$ cat src/rtl/instruction_fetch_unit.sv
// Instruction fetch unit: owns PC/nPC, reads instruction words over the
// MOV/MFC handshake, holds them in IR for the control unit and redirects
// nPC with SPARC-style delay slot and annul semantics.
module instruction_fetch_unit #(
    parameter logic [31:0] RESET_PC    = 32'h0000_0000,
    parameter int          MFC_TIMEOUT = 15
) (
    input  logic        Clk,
    input  logic        Reset,
    input  logic        MFC,
    input  logic [31:0] MemData,
    input  logic        Advance,
    input  logic        Redirect,
    input  logic        Call,
    input  logic        Annul,
    input  logic [31:0] Disp,
    output logic        MOV,
    output logic [31:0] MemAddr,
    output logic [31:0] IR,
    output logic        IRValid,
    output logic [31:0] PC,
    output logic [31:0] nPC,
    output logic        FetchFault
);

    typedef enum logic [1:0] {
        ST_FETCH = 2'd0,
        ST_HOLD  = 2'd1,
        ST_FAULT = 2'd2
    } state_t;

    // Counter value seen during the last FETCH cycle allowed before a fault.
    localparam logic [7:0] TIMEOUT_LAST = 8'(MFC_TIMEOUT - 1);

    state_t      r_state;
    state_t      w_next_state;
    logic [31:0] r_pc;
    logic [31:0] r_npc;
    logic [31:0] r_ir;
    logic        r_ir_valid;
    logic [7:0]  r_cnt;
    logic        r_mov;
    logic        r_fault;

    logic [31:0] w_pc_next;
    logic [31:0] w_npc_next;
    logic [31:0] w_ir_next;
    logic        w_ir_valid_next;
    logic [7:0]  w_cnt_next;
    logic        w_mov_next;
    logic        w_fault_next;
    logic        w_take_word;
    logic        w_advance;

    // Word-align a computed fetch target.
    function automatic logic [31:0] align_word(input logic [31:0] addr);
        return addr & 32'hFFFF_FFFC;
    endfunction

    assign w_take_word = (r_state == ST_FETCH) && MFC;
    assign w_advance   = (r_state == ST_HOLD) && Advance;

    // State register plus all datapath/output registers.
    always_ff @(posedge Clk) begin
        if (Reset) begin
            r_state    <= ST_FETCH;
            r_pc       <= RESET_PC;
            r_npc      <= RESET_PC + 32'd4;
            r_ir       <= 32'd0;
            r_ir_valid <= 1'b0;
            r_cnt      <= 8'd0;
            r_mov      <= 1'b1;
            r_fault    <= 1'b0;
        end else begin
            r_state    <= w_next_state;
            r_pc       <= w_pc_next;
            r_npc      <= w_npc_next;
            r_ir       <= w_ir_next;
            r_ir_valid <= w_ir_valid_next;
            r_cnt      <= w_cnt_next;
            r_mov      <= w_mov_next;
            r_fault    <= w_fault_next;
        end
    end

    // Next-state logic; MFC beats the timeout when both land on one edge.
    always_comb begin
        w_next_state = r_state;
        case (r_state)
            ST_FETCH: begin
                if (MFC) begin
                    w_next_state = ST_HOLD;
                end else if (r_cnt >= TIMEOUT_LAST) begin
                    w_next_state = ST_FAULT;
                end else begin
                    w_next_state = ST_FETCH;
                end
            end
            ST_HOLD: begin
                if (Advance) begin
                    w_next_state = ST_FETCH;
                end else begin
                    w_next_state = ST_HOLD;
                end
            end
            ST_FAULT: w_next_state = ST_FETCH;
            default:  w_next_state = ST_FETCH;
        endcase
    end

    // PC/nPC, IR and timeout counter updates.
    always_comb begin
        w_pc_next       = r_pc;
        w_npc_next      = r_npc;
        w_ir_next       = r_ir;
        w_ir_valid_next = r_ir_valid;
        w_cnt_next      = 8'd0;

        if (w_take_word) begin
            w_ir_next       = MemData;
            w_ir_valid_next = 1'b1;
        end else if (w_advance) begin
            w_ir_valid_next = 1'b0;
        end else begin
            w_ir_valid_next = r_ir_valid;
        end

        if (r_state == ST_FETCH && !MFC && r_cnt < TIMEOUT_LAST) begin
            w_cnt_next = r_cnt + 8'd1;
        end else begin
            w_cnt_next = 8'd0;
        end

        // Annul only matters for an untaken branch; a taken one always
        // executes its delay slot.
        if (w_advance) begin
            if (Redirect && !Call) begin
                w_pc_next  = r_npc;
                w_npc_next = align_word(r_npc + Disp);
            end else if (Redirect && Call) begin
                w_pc_next  = r_npc;
                w_npc_next = align_word(r_pc + Disp);
            end else if (Annul) begin
                w_pc_next  = align_word(r_npc + 32'd4);
                w_npc_next = align_word(r_npc + 32'd8);
            end else begin
                w_pc_next  = r_npc;
                w_npc_next = align_word(r_npc + 32'd4);
            end
        end else begin
            w_pc_next  = r_pc;
            w_npc_next = r_npc;
        end
    end

    // Moore outputs computed from the next state so they come out of flops.
    always_comb begin
        w_mov_next   = 1'b0;
        w_fault_next = 1'b0;
        case (w_next_state)
            ST_FETCH: w_mov_next   = 1'b1;
            ST_HOLD:  w_mov_next   = 1'b0;
            ST_FAULT: w_fault_next = 1'b1;
            default:  w_mov_next   = 1'b1;
        endcase
    end

    assign MOV        = r_mov;
    assign MemAddr    = r_pc;
    assign IR         = r_ir;
    assign IRValid    = r_ir_valid;
    assign PC         = r_pc;
    assign nPC        = r_npc;
    assign FetchFault = r_fault;

endmodule

$ cat config.mk
export PLATFORM = sky130hd
export DESIGN_NAME = instruction_fetch_unit
export DESIGN_NICKNAME = d
export VERILOG_FILES = /design/src/rtl/instruction_fetch_unit.sv
export SDC_FILE = /design/constraint.sdc
export NUM_CORES = 1
export LEC_CHECK = 0
export CAP_MARGIN = 25
export CORE_ASPECT_RATIO = 0.9
export CORE_UTILIZATION = 50
export DETAILED_ROUTE_END_ITERATION = 12
export PLACE_DENSITY = 0.82
export SYNTH_ARGS = -nofsm -noshare
export SYNTH_HDL_FRONTEND = slang
export SYNTH_SLANG_ARGS = --single-unit
$ cat constraint.sdc
create_clock -name Clk -period 4.14 [get_ports Clk]
set_input_delay 1.035 -clock Clk [delete_from_list [all_inputs] [get_ports Clk]]
set_output_delay 1.035 -clock Clk [all_outputs]
set_load 0.02 [all_outputs]
Word level (Yosys, flattened, before mapping)
Cells that the tools add are included.
Storage, ports and cells
  register bits after elaboration: 109
  word-level logic and storage cells: 45
Operators by class
  $add $sub $neg: 5
  magnitude comparators: 2
  equal/unequal tests: 3
  multiplexer cells: 14
  bitwise logic cells: 1
  reductions and logical operators: 12
Operator list (count)
  2-to-1 mux 32 bit: 6
  adder 32 bit: 2
  adder 32 x 3 -> 32 bit, second input constant: 1
  adder 32 x 4 -> 32 bit, second input constant: 1
  adder 8 x 1 -> 8 bit, second input constant: 1
  >= comparator 8 x 4 -> 1 bit, second input constant: 1
  less-than comparator 8 x 4 -> 1 bit, second input constant: 1
  logical AND 1 bit: 6
  2-to-1 mux 1 bit: 5
  == test 2 x 1 -> 1 bit, second input constant: 2
  2-to-1 mux 2 bit: 2
  one-hot mux 2 bit (2 select lines): 1
  OR reduction 2 bit: 2
  == test 2 bit, second input constant: 1
  zero test 1 bit: 2
  zero test 2 bit: 1
  nonzero test 2 bit: 1
  NOT 1 bit: 1

Longest topological paths before layout
  word-level depth: 7
  gate-level depth with buffers: 10
  mapped depth without buffers: 10

Least setup slack after synthesis
No wires, ideal clock.
  kind: input to register
  start point: input Disp[2]
  end point: register r_npc[30] (netlist: nPC[30])
  library setup time: 125 ps
  arrival time: 3454 ps
  data required time: 4015 ps
  path slack: 561 ps
  stages on the path: 10
  path buffers: 0
  path through: ha_1 > fa_1 > a21o_1 > a221oi_2 > or3_4 > a311oi_4 > a2111oi_4 > a21oi_2 > and4b_1 > o41a_1
On the way
  longest elaborated chain between the ends: 3
  elaborated cells on any way between the ends: 4
  classes of those cells: add/sub (2); mux (2)
RTL lines
  start: declaration: line 16  | input logic [31:0] Disp,
  adder 32 bit: line 142  | w_npc_next = align_word(r_pc + Disp);
  2-to-1 mux 32 bit: line 140  | end else if (Redirect && Call) begin
  2-to-1 mux 32 bit *: line 137  | if (Redirect && !Call) begin
  end signal: assignment: line 68  | r_npc <= RESET_PC + 32'd4;
  end signal: assignment: line 77  | r_npc <= w_npc_next;
  end: declaration: line 38  | logic [31:0] r_npc;
Every way passes the cells marked *; elsewhere a longest branch is shown, timed or not.
A chain may end at the register's enable or synchronous reset.

Worst setup path in the final report
Same ends and word-level chain as after synthesis.

==> qor.csv <==
stage,metric,value,unit
worst_setup_path,WS Path Type,in2reg,
clock_network,CTS tree,yes,
layout,layout cell share with drive strength beyond 1,0.0771,
grt,total gr overflow,0,
floorplanning,Die Y,128,µm
yosys,synth top area cells,"dfxtp_1, ha_1, nand2_1",
flow_run,Max Cap Viol,0,
timing,"Hold Vio Cnt, Final",0,
layout,final core utilization,0.657,
floorplanning,die width,142,µm
yosys,Yosys Warn Count,0,
floorplanning,Core Footprint,17100,µm²
placement,placed standard-cell area,10900,µm²
yosys,register area share after synthesis,0.239,
timing,Hold Worst Slack,0.458,ns
worst_setup_path,CP endpoint,nPC[30],
layout,Finished Cell Area,11200,µm²
drt,TritonRoute pass-1 iters,5,
yosys,top-area cell type share of the netlist area,0.239,
worst_setup_path,Setup crit start kind,primary input,
clock_network,H-tree depth,3,
yosys,top_reg_cell synth,dfxtp_1,
worst_setup_path,Worst path most repeated cell,a21o_1,
grt,largest net degree at the start of global routing,90,
timing,Final Slew Violations,0,
clock_network,clk buf depth,2,
grt,GRT Overall Usage,0.318,
placement,port bufs,193,
yosys,Async SR Flop Fraction,0,
drt,via count,9639,
layout,"most common cell after layout, fill and taps aside",clkdlybuf4s50_1,
clock_network,Worst-path clk slew,0.07,ns
clock_network,Post-CTS Hold Buffers,0,
floorplanning,row count,45,
timing,actual slew at the worst max-slew pin,0.711,ns
worst_setup_path,R2R Setup Slk,0.98,ns
grt,number of global-route vias before repair,8484,
timing,clk_skew,0.00760,ns
floorplanning,IO Count,202,
clock_network,post-cts resize count,0,
placement,dpl cells,1568,
layout,most frequent cells in the layout,"clkdlybuf4s50_1, nand2_1, nor2_1",
yosys,Post-synth EDFFs,0,
clock_network,Worst-Skew Late Latency,0.36,ns
grt,initial antenna violation count,0,
clock_network,Post-CTS Setup Inserts,0,
timing,fin crit period,3.92,ns
yosys,Yosys reg bits,105,
worst_setup_path,CP Launch Point,Disp[2],
worst_setup_path,FF-to-FF Start,nPC[6],
timing,Achievable Freq,0.255,GHz
power,power per cell area,268,nW/µm²
worst_setup_path,"Largest stage delay, worst path",0.43,ns
layout,Area Growth Syn to Fin,27.5,%
worst_setup_path,Reg2Reg Depth,9,
worst_setup_path,Worst EP arrival,4.17,ns
worst_setup_path,Reg2Reg Capture Point,nPC[17],
grt,global-route wire length before repair,45.4,mm
drt,WL final,29.5,mm
timing,TNS Setup,0,ns
layout,Finished Layout Cells,1584,
power,P_leak,4.33,nW
worst_setup_path,Crit. End Element,flip-flop,
drt,Antenna Nets Post-Route,0,
clock_network,CTS Buf Count,9,
timing,period utilization,0.946,
min_path,Hold Path Class,reg2reg,
drt,number of remaining DRC errors,0,
floorplanning,die area,18100,µm²
clock_network,CTS root buffer,clkbuf_16,
drt,drt via density,6.09,
drt,mean routed wirelength per cell,18.7,µm
yosys,"Cell Area, Synth",8800,µm²
worst_setup_path,critical-path cell list,clkdlybuf4s50_1 > ha_1 > fa_1 > a21o_1 > a311oi_1 > o21ai_0 > o2111a_1 > o2111ai_1 > a21o_1 > a21oi_1 > o41a_1,
timing,RSZ-0062 raised after global routing,no,
layout,Inserted Diodes,0,
worst_setup_path,"Slowest-stage cell, CP",clkdlybuf4s50_1,
timing,relative slew slack,0.522,
worst_setup_path,critical path data required time,4.39,ns
floorplanning,Starting Density,0.516,
yosys,"area leader, netlist",dfxtp_1,
yosys,Syn Area/Cell,7.45,µm²
yosys,Netlist cell types,80,
worst_setup_path,worst-path fanout max,2,
placement,detailed-placement wirelength estimate,22.2,mm
run_status,status,"finished, final reports clean",
yosys,Mapped Cells,1181,
drt,Iteration-0 DRC Markers,982,
clock_network,clock sink total,105,
layout,nets@finish,1482,
min_path,min-delay src,IR[16],
timing,final setup fails,0,
placement,GPL Wtd Cong,1.03,
power,worst vdd ir,0.202,mV
==> how the worst min path moves through the flow <==
stage                     cells past startpoint  slack (ns)       end
after floorplan                               1        0.43  r_cnt[0]
after global placement                        2        0.44     IR[5]
after detailed placement                      2        0.45    IR[16]
after CTS                                     2        0.46    IR[16]
after global routing                          2        0.47    IR[23]
final                                         2        0.46    IR[16]
==> per-layer routing <==
layer | share of wire | GRT usage | routed length (µm)
met4 | 0.022 | 0.0734 | 644
met1 | 0.43 | 0.442 | 12800
met2 | 0.44 | 0.502 | 13000
met5 | 0 | 0 | 0
met3 | 0.10 | 0.0669 | 3080
==> cell type report <==
class | instances | area [µm²]
clock buffer | 10 | 229
clock inverter | 5 | 65.1
fill | 1453 | 5850
inverter | 22 | 82.6
multi-input combinational | 961 | 6080
sequential | 105 | 2100
tap | 235 | 294
timing repair buffer | 246 | 2360
==> worst max-delay path: cells and delay by family <==
kind	cells	cell delay, ns
AOI/OAI and AO/OA	8	2.06
adders and majority gates	2	0.63
buffers and inverters	1	0.43
==> registers in the layout (all words and copies together), names as in the netlist <==
register	cells
r_state	2
IR	32
IRValid	1
r_cnt	8
FetchFault	1
nPC	30
MOV	1
MemAddr	30
==> stage by stage <==
| step | worst slack, ns | total power, W |
|---|---|---|
| floorplan | 0.561 | 0.00175 |
| global placement | -0.104 | 0.00208 |
| detailed placement | -0.114 | 0.00210 |
| CTS | 0.249 | 0.00298 |
| global route | 0.0991 | 0.00313 |
| finish | 0.222 | 0.00300 |
==> power breakdown <==
group          total (W)  internal [W]  switching [W]
registers        0.00113       0.00106      0.0000628
logic           0.000975      0.000433       0.000542
clock network   0.000899      0.000474       0.000425
total            0.00300       0.00197        0.00103
==> synthesized netlist by cell type, types with 4 or more instances <==
master	number
nor4_1	15
inv_1	21
a2111oi_0	5
o221ai_1	4
o21bai_1	10
xnor2_1	44
a21o_1	24
or2_2	10
clkbuf_8	6
and2_1	7
clkbuf_1	56
o21ai_0	66
xor2_1	31
o211ai_1	12
a311oi_1	14
nand4_1	23
nand2_1	151
nor3_1	32
a31oi_1	16
o31ai_1	6
a221oi_1	6
mux2i_1	16
ha_1	64
or3_1	15
and3_1	11
a21oi_1	100
nor2b_1	6
o21a_1	5
nor2_1	129
buf_4	36
nand3_1	27
a211oi_1	36
dfxtp_1	105
==> cell families (layout without fill, tap and decap cells) <==
| kind of cell | after synthesis | count (layout) | share of synthesized area |
|---|---|---|---|
| AND/OR/NAND/NOR | 447 | 447 | 0.234 |
| AO/OA/AOI/OAI | 348 | 348 | 0.263 |
| buffers and inverters | 123 | 283 | 0.0751 |
| flip-flops | 105 | 105 | 0.239 |
| XOR/XNOR | 75 | 75 | 0.0747 |
| adder cells (fa/ha/maj) | 66 | 66 | 0.0956 |
| multiplexers | 16 | 16 | 0.0182 |
| other | 1 | 9 | 0.000426 |
No activity file was read; power rests on OpenSTA's default activity.
==> RTL change (config.mk and constraints unchanged) <==
Register the output `IR` once more, without a reset; this adds one clock of latency there. The other outputs are not delayed to match.
--- a/src/rtl/instruction_fetch_unit.sv
+++ b/src/rtl/instruction_fetch_unit.sv
@@ -167,7 +167,9 @@
 
     assign MOV        = r_mov;
     assign MemAddr    = r_pc;
-    assign IR         = r_ir;
+    always_ff @(posedge Clk) begin
+        IR <= r_ir;
+    end
     assign IRValid    = r_ir_valid;
     assign PC         = r_pc;
     assign nPC        = r_npc;
Check against the original RTL: not equivalent (a bounded check fails within 4 cycles, from zero or initial values and one cycle with Reset high).
==> RTL change against the unedited design <==
- area after synthesis increased by 6.1%
- power increased by 28%
- highest routed layer unchanged
- combinational power decreased by 6.1%
- cell area increased by 6.1%
- clock skew increased by 0.00093 ns
- critical path depth unchanged
- sequential cell count increased by 32
- largest power group unchanged
- setup slack improved by 0.18 ns
- routed wire length increased by 1.0%
- die area increased by 6.0%
- register-to-register slack improved by 0.07 ns
==> RTL change: results (changes against the unedited design) <==
[routing]
via_per_inst=6.02  ; -1.1%
routedWlPerCell_um=18.8  ; +1.0%
detail_route.wirelength_mm=29.8  ; +1.0%
first_iter_violations=873  ; -11%
top_layer=met4
first_pass_iters=5  ; unchanged
wl_met2_mm=13.7  ; +5.1%
wl_met1_mm=13.0  ; +1.9%
route.met3.wl_mm=2.08  ; -32%

[setup_path]
path_max_fanout=3  ; +1
critPathMaxStageDelay_ns=0.45  ; +0.02 ns
cp_slowest_cell=clkdlybuf4s50_1
reg2reg_to=nPC[26]
reg2reg_setup_slack_ns=1.05  ; +0.07 ns
r2r_start=nPC[2]
critical_path_arrival_ns=4.08  ; -0.09 ns
worstSetupEndpoint=nPC[24]
rr_worst_depth=12  ; +3

[layout]
fin_util=0.648  ; -0.00882
drive_gt1_frac=0.0754  ; -0.00166
fill_cells=1565  ; +7.7%
final_nets=1463  ; -1.3%

[sta]
hold_slack_ns=0.351  ; -0.108 ns
slew_headroom=0.492  ; -0.0301
fmax_mhz=268  ; +4.9%
clock_skew_ns=0.00854  ; +0.000935 ns

[clock_tree]
htreeDepth=4  ; +1
cts_root_buf=clkbuf_16
post-cts-setup-buffers=0  ; unchanged
cts_made_buffers=17  ; +8
clockBufferDepth=2  ; unchanged
cts.clk_slew.worst_paths_ns=0.06
clkLatencyLatePin_ns=0.43  ; +0.07 ns
cts_resized=0  ; unchanged

[placed_design]
pre_cts_ws_ns=0.0469  ; +0.161 ns
post-place-cells=1552  ; -1.0%
dpl_cell_area_um2=11300  ; +4.1%
gp_congestion=0.964  ; -6.7%
dpl.hpwl_mm=22.0  ; -0.69%

[run_status]
status=finished clean

[power_and_ir_drop]
powerComb_uw=916  ; -6.1%
ir_drop_uv=324  ; +60%
p_sw_mw=1.23  ; +19%
p_int_mw=2.61  ; +32%
p_leak_nw=4.66  ; +7.6%
sequentialPowerShare=0.381  ; +0.005

[global_routing]
track_usage=0.308  ; -0.00950
grt_max_degree=59  ; -34%
grt_pass1_wl_mm=47.1  ; +3.8%
antenna_found_initial=0  ; unchanged
grt_pass1_vias=8852  ; +4.3%

[logic_synthesis]
synthCells=1177  ; -0.34%
seq_area_frac_synth=0.294  ; +0.0549
synthTopCellsByCount=nand2_1 (142), dfxtp_1 (137), nor2_1 (111), a21oi_1 (100), ha_1 (64)
synthDistinctLibCells=77  ; -3.8%
synth.area.top_cells=dfxtp_1 (29%), ha_1 (8.6%), nand2_1 (5.7%)
synthArstFlopShare=0  ; unchanged

[hold_path]
min_delay_worst_endpoint=IR[5]
holdPathStages=0  ; -2
min_from=r_ir[5]

## RTL change: logic make-up after synthesis
family                     share of synthesized area
and+or+nand+nor                                0.203
AOI/OAI and AO/OA                              0.257
DFF                                            0.294
buffers and inverters                         0.0635
xor gates and xnor gates                      0.0770
adders and majority gates                     0.0901
muxes                                         0.0153
other                                       0.000402
## RTL change: worst max-delay path, delay by kind of cell
family | cells | cell delay, ns
buffers and inverters | 1 | 0.45
xor gates and xnor gates | 1 | 0.17
AOI/OAI and AO/OA | 7 | 1.73
adders and majority gates | 2 | 0.71
## RTL change: layout make-up
type,instances,share of cell area
tap,245,0.0258
clock buffer,19,0.0381
inverter,19,0.00599
multi-input combinational,930,0.508
clock inverter,13,0.00904
sequential,137,0.231
timing repair buffer,221,0.183
## RTL change: metal layers
metal  GRT usage  vias to the layer above
met4       0.135                        0
li1            -                     4526
met5           0                        -
met1       0.405                     4509
met2       0.497                      421
met3      0.0500                       80
